[config.mk]
export PLATFORM = sky130hd
export DESIGN_NAME = lcd_ctrl
export DESIGN_NICKNAME = d
export VERILOG_FILES = /design/src/rtl/lcd_pkg.sv /design/src/rtl/lcd_delay_cnt.sv /design/src/rtl/lcd_ctrl.sv
export SDC_FILE = /design/constraint.sdc
export NUM_CORES = 1
export LEC_CHECK = 0
export CAP_MARGIN = 20
export CORE_MARGIN = 2
export CORE_UTILIZATION = 50
export DETAILED_ROUTE_END_ITERATION = 6
export PLACE_DENSITY = 0.78
export SYNTH_ARGS = -nofsm -noshare
export SYNTH_HDL_FRONTEND = slang
export SYNTH_HIERARCHICAL = 1
export SYNTH_SLANG_ARGS = --single-unit
export TNS_END_PERCENT = 20
[constraint.sdc]
create_clock -name i_clk -period 4.35 [get_ports i_clk]
set_clock_uncertainty 0.05 [all_clocks]
set_input_delay 0.435 -clock i_clk [delete_from_list [all_inputs] [get_ports i_clk]]
set_output_delay 0.435 -clock i_clk [all_outputs]
set_load 0.1 [all_outputs]
[src/rtl/lcd_pkg.sv]
// lcd_pkg: shared types and constants for the HD44780 LCD controller.
//   lcd_state_t  - controller FSM states
//   INIT_ROM     - power-up command sequence (all RS=0), INIT_LEN entries
//   BIT_*        - field positions inside the LSU LCD register word
//   is_long_cmd  - true for clear/home commands that need the long wait
package lcd_pkg;

  typedef enum logic [2:0] {
    ST_PWRUP,
    ST_INIT_LOAD,
    ST_SETUP,
    ST_EN_HI,
    ST_HOLD,
    ST_EXEC,
    ST_IDLE
  } lcd_state_t;

  localparam int unsigned INIT_LEN = 4;
  localparam logic [7:0] INIT_ROM [INIT_LEN] = '{8'h38, 8'h0C, 8'h06, 8'h01};

  localparam int unsigned BIT_ON   = 31;
  localparam int unsigned BIT_REQ  = 10;
  localparam int unsigned BIT_RS   = 9;
  localparam int unsigned DATA_MSB = 7;
  localparam int unsigned DATA_LSB = 0;

  // Clear display (0x01) and return home (0x02/0x03) are the slow commands.
  function automatic logic is_long_cmd(input logic rs, input logic [7:0] data);
    return !rs && (data[7:2] == '0) && (data != '0);
  endfunction

endpackage

[src/rtl/lcd_delay_cnt.sv]
// lcd_delay_cnt: loadable down-counter shared by all timed FSM states.
//   i_clk, i_reset - clock, asynchronous active-high reset (counter -> RST_VAL)
//   load, value    - load value on the next edge (N-1 gives an N-cycle state)
//   zero           - counter has reached 0; it then holds at 0
module lcd_delay_cnt #(
  parameter int unsigned W       = 8,
  parameter logic [W-1:0] RST_VAL = '0
) (
  input  logic         i_clk,
  input  logic         i_reset,
  input  logic         load,
  input  logic [W-1:0] value,
  output logic         zero
);

  logic [W-1:0] cnt;

  always_ff @(posedge i_clk or posedge i_reset) begin
    if (i_reset)          cnt <= RST_VAL;
    else if (load)        cnt <= value;
    else if (cnt != '0)   cnt <= cnt - 1'b1;
  end

  assign zero = (cnt == '0);

endmodule

[src/rtl/lcd_ctrl.sv]
// lcd_ctrl: HD44780 character LCD bus sequencer.
//   i_clk, i_reset - clock, asynchronous active-high reset
//   i_lcd_word     - LSU LCD register: [31] panel on, [10] request toggle,
//                    [9] RS, [7:0] data
//   o_lcd_data/rs/rw/en - LCD bus pins (write-only, rw tied low)
//   o_lcd_on       - registered copy of [31]
//   o_busy         - low only while idle and ready for a request
// After reset: power-up wait, four init commands, then one timed write
// (setup, EN pulse, hold, execution wait) per toggle of the request bit.
module lcd_ctrl #(
  parameter int unsigned T_PWRUP     = 2_000_000,
  parameter int unsigned T_SETUP     = 4,
  parameter int unsigned T_EN        = 12,
  parameter int unsigned T_HOLD      = 4,
  parameter int unsigned T_EXEC      = 2_000,
  parameter int unsigned T_EXEC_LONG = 82_000
) (
  input  logic        i_clk,
  input  logic        i_reset,
  input  logic [31:0] i_lcd_word,
  output logic [7:0]  o_lcd_data,
  output logic        o_lcd_rs,
  output logic        o_lcd_rw,
  output logic        o_lcd_en,
  output logic        o_lcd_on,
  output logic        o_busy
);
  import lcd_pkg::*;

  localparam int unsigned CNT_MAX = (T_PWRUP > T_EXEC_LONG) ? T_PWRUP : T_EXEC_LONG;
  localparam int unsigned CNT_W   = $clog2(CNT_MAX) + 1;
  localparam int unsigned IDX_W   = $clog2(INIT_LEN) + 1;

  lcd_state_t       state, state_nxt;
  logic             cnt_load;
  logic [CNT_W-1:0] cnt_val;
  logic             cnt_zero;
  logic [IDX_W-1:0] init_idx;
  logic             req_seen;
  logic             capture;
  logic             rom_load;

  logic unused_word_bits;
  assign unused_word_bits = ^{i_lcd_word[30:11], i_lcd_word[8]};

  // Reset value covers the power-up state, which is entered without a load.
  lcd_delay_cnt #(
    .W       (CNT_W),
    .RST_VAL (CNT_W'(T_PWRUP - 1))
  ) u_delay (
    .i_clk   (i_clk),
    .i_reset (i_reset),
    .load    (cnt_load),
    .value   (cnt_val),
    .zero    (cnt_zero)
  );

  always_ff @(posedge i_clk or posedge i_reset) begin
    if (i_reset) state <= ST_PWRUP;
    else         state <= state_nxt;
  end

  always_comb begin
    state_nxt = state;
    cnt_load  = 1'b0;
    cnt_val   = '0;
    capture   = 1'b0;
    rom_load  = 1'b0;
    case (state)
      ST_PWRUP: begin
        if (cnt_zero) state_nxt = ST_INIT_LOAD;
      end
      ST_INIT_LOAD: begin
        rom_load  = 1'b1;
        cnt_load  = 1'b1;
        cnt_val   = CNT_W'(T_SETUP - 1);
        state_nxt = ST_SETUP;
      end
      ST_SETUP: begin
        if (cnt_zero) begin
          cnt_load  = 1'b1;
          cnt_val   = CNT_W'(T_EN - 1);
          state_nxt = ST_EN_HI;
        end
      end
      ST_EN_HI: begin
        if (cnt_zero) begin
          cnt_load  = 1'b1;
          cnt_val   = CNT_W'(T_HOLD - 1);
          state_nxt = ST_HOLD;
        end
      end
      ST_HOLD: begin
        if (cnt_zero) begin
          cnt_load  = 1'b1;
          cnt_val   = is_long_cmd(o_lcd_rs, o_lcd_data) ? CNT_W'(T_EXEC_LONG - 1)
                                                        : CNT_W'(T_EXEC - 1);
          state_nxt = ST_EXEC;
        end
      end
      ST_EXEC: begin
        // init_idx has already advanced past the entry just issued.
        if (cnt_zero)
          state_nxt = (init_idx < IDX_W'(INIT_LEN)) ? ST_INIT_LOAD : ST_IDLE;
      end
      ST_IDLE: begin
        if (i_lcd_word[BIT_REQ] != req_seen) begin
          capture   = 1'b1;
          cnt_load  = 1'b1;
          cnt_val   = CNT_W'(T_SETUP - 1);
          state_nxt = ST_SETUP;
        end
      end
      default: state_nxt = ST_PWRUP;
    endcase
  end

  always_ff @(posedge i_clk or posedge i_reset) begin
    if (i_reset) begin
      o_lcd_data <= '0;
      o_lcd_rs   <= 1'b0;
      o_lcd_on   <= 1'b0;
      req_seen   <= 1'b0;
      init_idx   <= '0;
    end else begin
      o_lcd_on <= i_lcd_word[BIT_ON];
      if (rom_load) begin
        o_lcd_data <= INIT_ROM[init_idx[IDX_W-2:0]];
        o_lcd_rs   <= 1'b0;
        init_idx   <= init_idx + 1'b1;
      end else if (capture) begin
        o_lcd_data <= i_lcd_word[DATA_MSB:DATA_LSB];
        o_lcd_rs   <= i_lcd_word[BIT_RS];
        req_seen   <= i_lcd_word[BIT_REQ];
      end
    end
  end

  assign o_lcd_rw = 1'b0;
  assign o_lcd_en = (state == ST_EN_HI);
  assign o_busy   = (state != ST_IDLE);

endmodule
==> results of run 1 <==
[metal layers]
| layer | share of wire [%] | up-vias |
|---|---|---|
| met5 | 0 | - |
| met4 | 1.7 | 0 |
| met3 | 4.0 | 8 |
| met2 | 51 | 47 |
| met1 | 44 | 1008 |
| li1 | - | 1015 |
[how the worst max path moves through the flow]
stage	start	endpoint	slack [ps]	cells past startpoint
after global placement	u_delay/cnt[7]$_DFFE_PP0P_	u_delay/cnt[3]$_DFFE_PP1P_	1130	10
after floorplan	u_delay/cnt[2]$_DFFE_PP1P_	u_delay/cnt[9]$_DFFE_PP0P_	1340	12
final	u_delay/cnt[7]$_DFFE_PP0P_	u_delay/cnt[3]$_DFFE_PP1P_	1010	10
after global routing	u_delay/cnt[7]$_DFFE_PP0P_	u_delay/cnt[3]$_DFFE_PP1P_	660	10
after detailed placement	u_delay/cnt[7]$_DFFE_PP0P_	u_delay/cnt[3]$_DFFE_PP1P_	1060	10
after CTS	u_delay/cnt[7]$_DFFE_PP0P_	u_delay/cnt[3]$_DFFE_PP1P_	1030	10
[synth_stat cells (2+ instances only)]
master     number  area (um^2)
nand2b_1        2         12.5
o41ai_1         3         26.3
xnor2_1         6         52.6
o21ai_1         3         15.0
o211ai_1        5         37.5
nor2_1         21         78.8
or4b_1          2         20.0
nand3_1         9         45.0
or3_1           2         12.5
nand4_1         3         18.8
nor4_1          7         43.8
o21ai_0        11         55.1
a221oi_1        2         17.5
xor2_1          3         26.3
buf_6           2         22.5
nor3b_1         2         15.0
nor3_1          8         40.0
clkbuf_8        2         27.5
ha_1            4         50.1
a2bb2oi_1       2         17.5
mux2i_1         4         40.0
o31ai_1        10         75.1
inv_1          10         37.5
a31oi_1         9         56.3
nand4_2         2         25.0
mux2_2          2         22.5
clkbuf_1        6         22.5
a21oi_1         5         25.0
a221o_1         2         20.0
or4_1           5         37.5
nand4b_1        2         17.5
dfrtp_1        26          651
buf_4           2         15.0
dfstp_2        13          342
nand2_1        29          109
and2_1          5         31.3
[cell type report]
class	instances	area share [%]
Sequential cell	39	35.1
Inverter	12	1.77
Tap cell	67	2.96
Multi-Input combinational cell	206	47.7
Timing Repair Buffer	26	9.02
Clock buffer	8	3.54
[cell usage in the layout (no fill, tap or decap), types with 9 or more instances in the layout]
| cell | synthesis | final |
|---|---|---|
| o21ai_0 | 11 | 11 |
| nand2_1 | 29 | 29 |
| conb_1 | 1 | 12 |
| clkdlybuf4s50_1 | 0 | 24 |
| nor2_1 | 21 | 21 |
| dfstp_2 | 13 | 13 |
| dfrtp_1 | 26 | 26 |
| nand3_1 | 9 | 9 |
| a31oi_1 | 9 | 9 |
| inv_1 | 10 | 10 |
| o31ai_1 | 10 | 9 |
[kinds of logic (layout without fill, tap and decap cells)]
logic type               after synthesis  after routing  synth area share [%]
multiplexers                           6              6                  2.57
flip-flops                            39             39                  40.7
buffers and inverters                 27             46                  6.21
AO/OA/AOI/OAI                         63             63                  18.2
other                                  1             12                 0.154
AND/OR/NAND/NOR                      111            111                  26.2
XOR/XNOR                              10             10                  3.90
adder cells (fa/ha/maj)                4              4                  2.05
[worst reg2reg max path, stage by stage (launching register included)]
cell	delay, ps
dfrtp_1	420
nor4_2	620
nand4_1	300
nor3_1	260
buf_4	200
mux2i_1	130
o31ai_4	230
clkinv_1	510
o211a_1	320
a21oi_1	120
o21ai_0	100
[power by group through the flow]
| stage | registers [mW] | clock network [mW] | logic, mW |
|---|---|---|---|
| floorplan | 0.532 | 0 | 0.183 |
| global route | 0.548 | 0.299 | 0.259 |
| CTS | 0.535 | 0.286 | 0.231 |
| detailed placement | 0.541 | 0 | 0.230 |
| finish | 0.536 | 0.277 | 0.231 |
| global placement | 0.537 | 0 | 0.222 |
[registers in the layout, indices dropped and copies added, names as in the netlist]
signal / cells
req_seen: 1
o_lcd_on: 1
o_lcd_data: 8
u_delay/cnt: 22
o_lcd_rs: 1
init_idx: 3
state: 3
[per-stage QoR]
stage               utilization, %  instances  hold WS (ps)  total power, mW
floorplan                        -        272           311            0.715
global placement              57.8        350           442            0.759
detailed placement            57.8        350           440            0.772
CTS                           59.9        358           453             1.05
global route                  59.9        358           478             1.11
finish                        59.9        358           452             1.04
==> impl_metrics.env, run 1 <==
export IMPL_cp_max_fo=19
export IMPL_dr_pass1_iters=4
export IMPL_overflow=0
export IMPL_drc=0
export IMPL_diodes=0
export IMPL_fin_ws_ps=1010
export IMPL_synth_cells=261
export IMPL_cts_hold_buf=0
export IMPL_met2_usage_pct=36.4
export IMPL_ys_async_sr_fraction_pct=100
export IMPL_fillers=403
export IMPL_seqCellArea_um2=992
export IMPL_place_ws_ps=1060
export IMPL_setup_viol=0
export IMPL_cts_sink_count=39
export IMPL_synth_distinct_cells=66
export IMPL_hold_viol_final=0
export IMPL_die_h_um=73.8
export IMPL_p_switching_uw=351
export IMPL_seq_area_frac_synth_pct=40.7
export IMPL_dieArea_mm2=0.00545
export IMPL_status="finished, final reports clean"
export IMPL_fmax_mhz=300
export IMPL_core_area_mm2=0.00472
export IMPL_path_buf_inv=2
export IMPL_hold_path_class="flip-flop to flip-flop"
export IMPL_ys_warn_count=6
export IMPL_cts_buffer_depth=2
export IMPL_worst_r2r_setup_slack_ps=1010
export IMPL_avgSynthCellArea_um2=9.34
export IMPL_port_buffers=24
export IMPL_critPathLaunchType="flip-flop"
export IMPL_finalCriticalPeriod_ps=3340
export IMPL_crit_family="simple AND/OR/NAND/NOR gates"
export IMPL_busiest_layer="met2"
export IMPL_reg2reg_depth=10
export IMPL_vias_per_cell=5.80
export IMPL_cts_root_buf="clkbuf_8"
export IMPL_crit_chain="nor4_2 > nand4_1 > nor3_1 > buf_4 > mux2i_1 > o31ai_4 > clkinv_1 > o211a_1 > a21oi_1 > o21ai_0"
export IMPL_cts_setup_buffers=0
export IMPL_design_area_mm2=0.00283
export IMPL_grtUsageTotal_pct=22.6
export IMPL_row_count=25
export IMPL_postRouteAntennaNets=0
export IMPL_end_kind="flip-flop"
export IMPL_holdPathStages=2
export IMPL_ios=47
export IMPL_fin_nets=328
export IMPL_r2r_end="u_delay/cnt[3]$_DFFE_PP1P_"
export IMPL_comb_power_share_pct=22.1
export IMPL_dpl_cell_area_mm2=0.00273
export IMPL_path_class="flip-flop to flip-flop"
export IMPL_tightest_slew_ps=974
export IMPL_final_period_utilization_pct=76.7
export IMPL_antenna_found_initial=0
export IMPL_numCtsBuffers=5
export IMPL_p_int_uw=693
export IMPL_cts_resized=0
export IMPL_grt_first_pass_wirelength_um=9410
export IMPL_drt_iter0_drc=135
export IMPL_multiInputGateArea_mm2=0.00135
export IMPL_maxSlewViolCount=0
export IMPL_switching_share_pct=33.6
export IMPL_setup_tns_ps=0
export IMPL_crit_required_ps=4520
export IMPL_crit_path_max_incr_delay_ps=620
export IMPL_synth_seq_cells=39
export IMPL_fp_dieW_um=73.8
export IMPL_power_per_cell_area_mw_per_mm2=369
export IMPL_route_final_wire_length_um=5430
export IMPL_syn_to_final_growth_pct=16.1
export IMPL_clk_latency_ps=300
export IMPL_p_seq_share_pct=51.4
export IMPL_rsz0062_at_grt="false"
export IMPL_pwr_share_clk_pct=26.5
export IMPL_drive_above_1_share_pct=13.1
export IMPL_initial_core_util_pct=51.6
export IMPL_holdPathEnd="u_delay/cnt[18]$_DFFE_PP1P_"
export IMPL_cts_tree="yes"
export IMPL_place_hpwl_um=3750
export IMPL_synth_edff_count=0
export IMPL_wire_per_inst_um=15.2
export IMPL_leakagePower_nw=1.10
export IMPL_ir_drop_uv=177
export IMPL_grt_pass1_vias=1973
export IMPL_grt_max_degree=34
export IMPL_worst_slew_margin_rel_pct=34.8
export IMPL_min_from="u_delay/cnt[18]$_DFFE_PP1P_"
export IMPL_mappedNetlistArea_mm2=0.00244
export IMPL_cp_slowest_cell="nor4_2"
export IMPL_synthFlopType="dfrtp_1"
export IMPL_path_clk_slew_ps=80
export IMPL_vias=2078
export IMPL_met3_usage_pct=5.08
export IMPL_maxCapViolCount=0
export IMPL_cts_max_level=2
export IMPL_worstPathArrival_ps=3500
export IMPL_place_gp_congestion=0.828
export IMPL_use_met1_pct=29.5
export IMPL_r2r_start="u_delay/cnt[7]$_DFFE_PP0P_"
Note: power is estimated with default switching activity, not from simulation.
==> run 2: changes to the inputs <==
--- a/config.mk
+++ b/config.mk
@@ -7,9 +7,9 @@
 export LEC_CHECK = 0
 export CAP_MARGIN = 20
 export CORE_MARGIN = 2
-export CORE_UTILIZATION = 50
+export CORE_UTILIZATION = 47
 export DETAILED_ROUTE_END_ITERATION = 6
-export PLACE_DENSITY = 0.78
+export PLACE_DENSITY = 0.77
 export SYNTH_ARGS = -nofsm -noshare
 export SYNTH_HDL_FRONTEND = slang
 export SYNTH_HIERARCHICAL = 1
==> constraint.sdc (replaced) <==
create_clock -name i_clk -period 2.95 [get_ports i_clk]
set_clock_uncertainty 0.05 [all_clocks]
set_input_delay 0.295 -clock i_clk [delete_from_list [all_inputs] [get_ports i_clk]]
set_output_delay 0.295 -clock i_clk [all_outputs]
set_load 0.1 [all_outputs]
==> impl_metrics.env, run 2 (synthesized netlist as in run 1, its figures left out) <==
export IMPL_crit_required_ps=3100
export IMPL_cts_root_buf="clkbuf_8"
export IMPL_syn_to_final_growth_pct=17.5
export IMPL_design_area_mm2=0.00286
export IMPL_dr_pass1_iters=4
export IMPL_place_gp_congestion=0.904
export IMPL_grtUsageTotal_pct=18.9
export IMPL_die_h_um=76.0
export IMPL_clk_latency_ps=300
export IMPL_hold_path_class="input port to asynchronous set/reset pin"
export IMPL_cts_resized=0
export IMPL_worstPathArrival_ps=2880
export IMPL_final_period_utilization_pct=92.6
export IMPL_fp_dieW_um=76.0
export IMPL_ir_drop_uv=236
export IMPL_place_hpwl_um=3870
export IMPL_reg2reg_depth=8
export IMPL_diodes=0
export IMPL_setup_tns_ps=0
export IMPL_port_buffers=24
export IMPL_cts_hold_buf=0
export IMPL_cts_tree="yes"
export IMPL_largest_reg_flops=22
export IMPL_row_count=26
export IMPL_worst_slew_margin_rel_pct=43.4
export IMPL_vias_per_cell=5.63
export IMPL_reg_top3="u_delay/cnt x22, o_lcd_data x8"
export IMPL_crit_path_max_incr_delay_ps=550
export IMPL_r2r_start="u_delay/cnt[13]$_DFFE_PP0P_"
export IMPL_end_kind="flip-flop"
export IMPL_drc=0
export IMPL_largest_register="u_delay/cnt"
export IMPL_numCtsBuffers=5
export IMPL_ios=47
export IMPL_crit_chain="or4_4 > nor3_1 > buf_4 > mux2i_1 > o31ai_4 > clkinv_1 > buf_4 > a311oi_1"
export IMPL_setup_viol=0
export IMPL_drt_iter0_drc=100
export IMPL_cts_sink_count=39
export IMPL_worst_r2r_setup_slack_ps=220
export IMPL_grt_first_pass_wirelength_um=8960
export IMPL_fmax_mhz=366
export IMPL_finalCriticalPeriod_ps=2730
export IMPL_r2r_end="u_delay/cnt[1]$_DFFE_PP1P_"
export IMPL_cp_slowest_cell="or4_4"
export IMPL_final_common_cell="nand2_1"
export IMPL_leakagePower_nw=1.15
export IMPL_path_clk_slew_ps=90
export IMPL_postRouteAntennaNets=0
export IMPL_cts_buffer_depth=2
export IMPL_hold_viol_final=0
export IMPL_path_class="flip-flop to flip-flop"
export IMPL_cts_max_level=2
export IMPL_route_final_wire_length_um=5310
export IMPL_maxSlewViolCount=0
export IMPL_vias=2071
export IMPL_cp_common_cell="buf_4"
export IMPL_tightest_slew_ps=848
export IMPL_rsz0062_at_grt="false"
export IMPL_overflow=0
export IMPL_core_area_mm2=0.00504
export IMPL_drive_above_1_share_pct=19.5
export IMPL_grt_max_degree=23
export IMPL_initial_core_util_pct=48.3
export IMPL_critPathLaunchType="flip-flop"
export IMPL_wire_per_inst_um=14.4
export IMPL_grt_pass1_vias=1939
export IMPL_maxCapViolCount=0
export IMPL_cts_setup_buffers=0
export IMPL_antenna_found_initial=0
export IMPL_status="finished, final reports clean"
export IMPL_dpl_cell_area_mm2=0.00277
export IMPL_dieArea_mm2=0.00578
export IMPL_layout_common_cells="29 x nand2_1, 26 x dfrtp_1, 21 x nor2_1, 21 x buf_4, 13 x dfstp_2"
export IMPL_cp_max_fo=13
export IMPL_fin_nets=335
export IMPL_power_per_cell_area_mw_per_mm2=542
[run 2: metal layers]
| layer | GRT usage [%] | vias up | wire [um] |
|---|---|---|---|
| met5 | 0 | - | 0 |
| met1 | 24.1 | 995 | 2500 |
| met3 | 4.03 | 5 | 201 |
| met2 | 32.6 | 39 | 2560 |
| li1 | - | 1032 | - |
| met4 | 5.45 | 0 | 45 |
[run 2: through the flow]
| step | power [mW] | hold slack, ps | worst slack [ps] | util (%) | instances |
|---|---|---|---|---|---|
| global route | 1.65 | 394 | 51.6 | 56.8 | 368 |
| floorplan | 1.07 | 171 | 56.8 | - | 272 |
| detailed placement | 1.17 | 439 | 271 | 54.8 | 360 |
| finish | 1.55 | 360 | 218 | 56.8 | 368 |
| CTS | 1.57 | 379 | 213 | 56.8 | 368 |
| global placement | 1.15 | 437 | 280 | 54.8 | 360 |
[run 2: report_power, final]
part           switching, mW  leakage (nW)  internal [mW]  total, mW
registers              0.140         0.454          0.659      0.800
logic                  0.196         0.646          0.169      0.365
clock network          0.197        0.0474          0.191      0.388
[run 2: how the worst max path moves through the flow]
stage                                      startpoint                         end  slack, ps  cells past startpoint
after floorplan            u_delay/cnt[5]$_DFFE_PP1P_  u_delay/cnt[9]$_DFFE_PP0P_         60                     11
after global placement    u_delay/cnt[14]$_DFFE_PP0P_  u_delay/cnt[1]$_DFFE_PP1P_        280                      8
after detailed placement  u_delay/cnt[14]$_DFFE_PP0P_  u_delay/cnt[1]$_DFFE_PP1P_        270                      8
after CTS                 u_delay/cnt[14]$_DFFE_PP0P_  u_delay/cnt[1]$_DFFE_PP1P_        210                      8
after global routing      u_delay/cnt[16]$_DFFE_PP0P_  u_delay/cnt[8]$_DFFE_PP0P_         50                     11
final                     u_delay/cnt[13]$_DFFE_PP0P_  u_delay/cnt[1]$_DFFE_PP1P_        220                      8
[run 2: cell type report]
type | count | area [um^2]
clock buffer | 6 | 82.6
inverter | 12 | 50.0
timing repair buffer | 33 | 278
tap | 70 | 87.6
clock inverter | 2 | 16.3
fill | 460 | 2180
multi-input combinational | 206 | 1360
sequential | 39 | 992
[run 2: critical path, delay by kind of cell, from the launching register on]
family	cells	cell delay [ps]
flops	1	460
simple gates	2	780
buf+inv	3	730
mux	1	130
compound gates	2	500
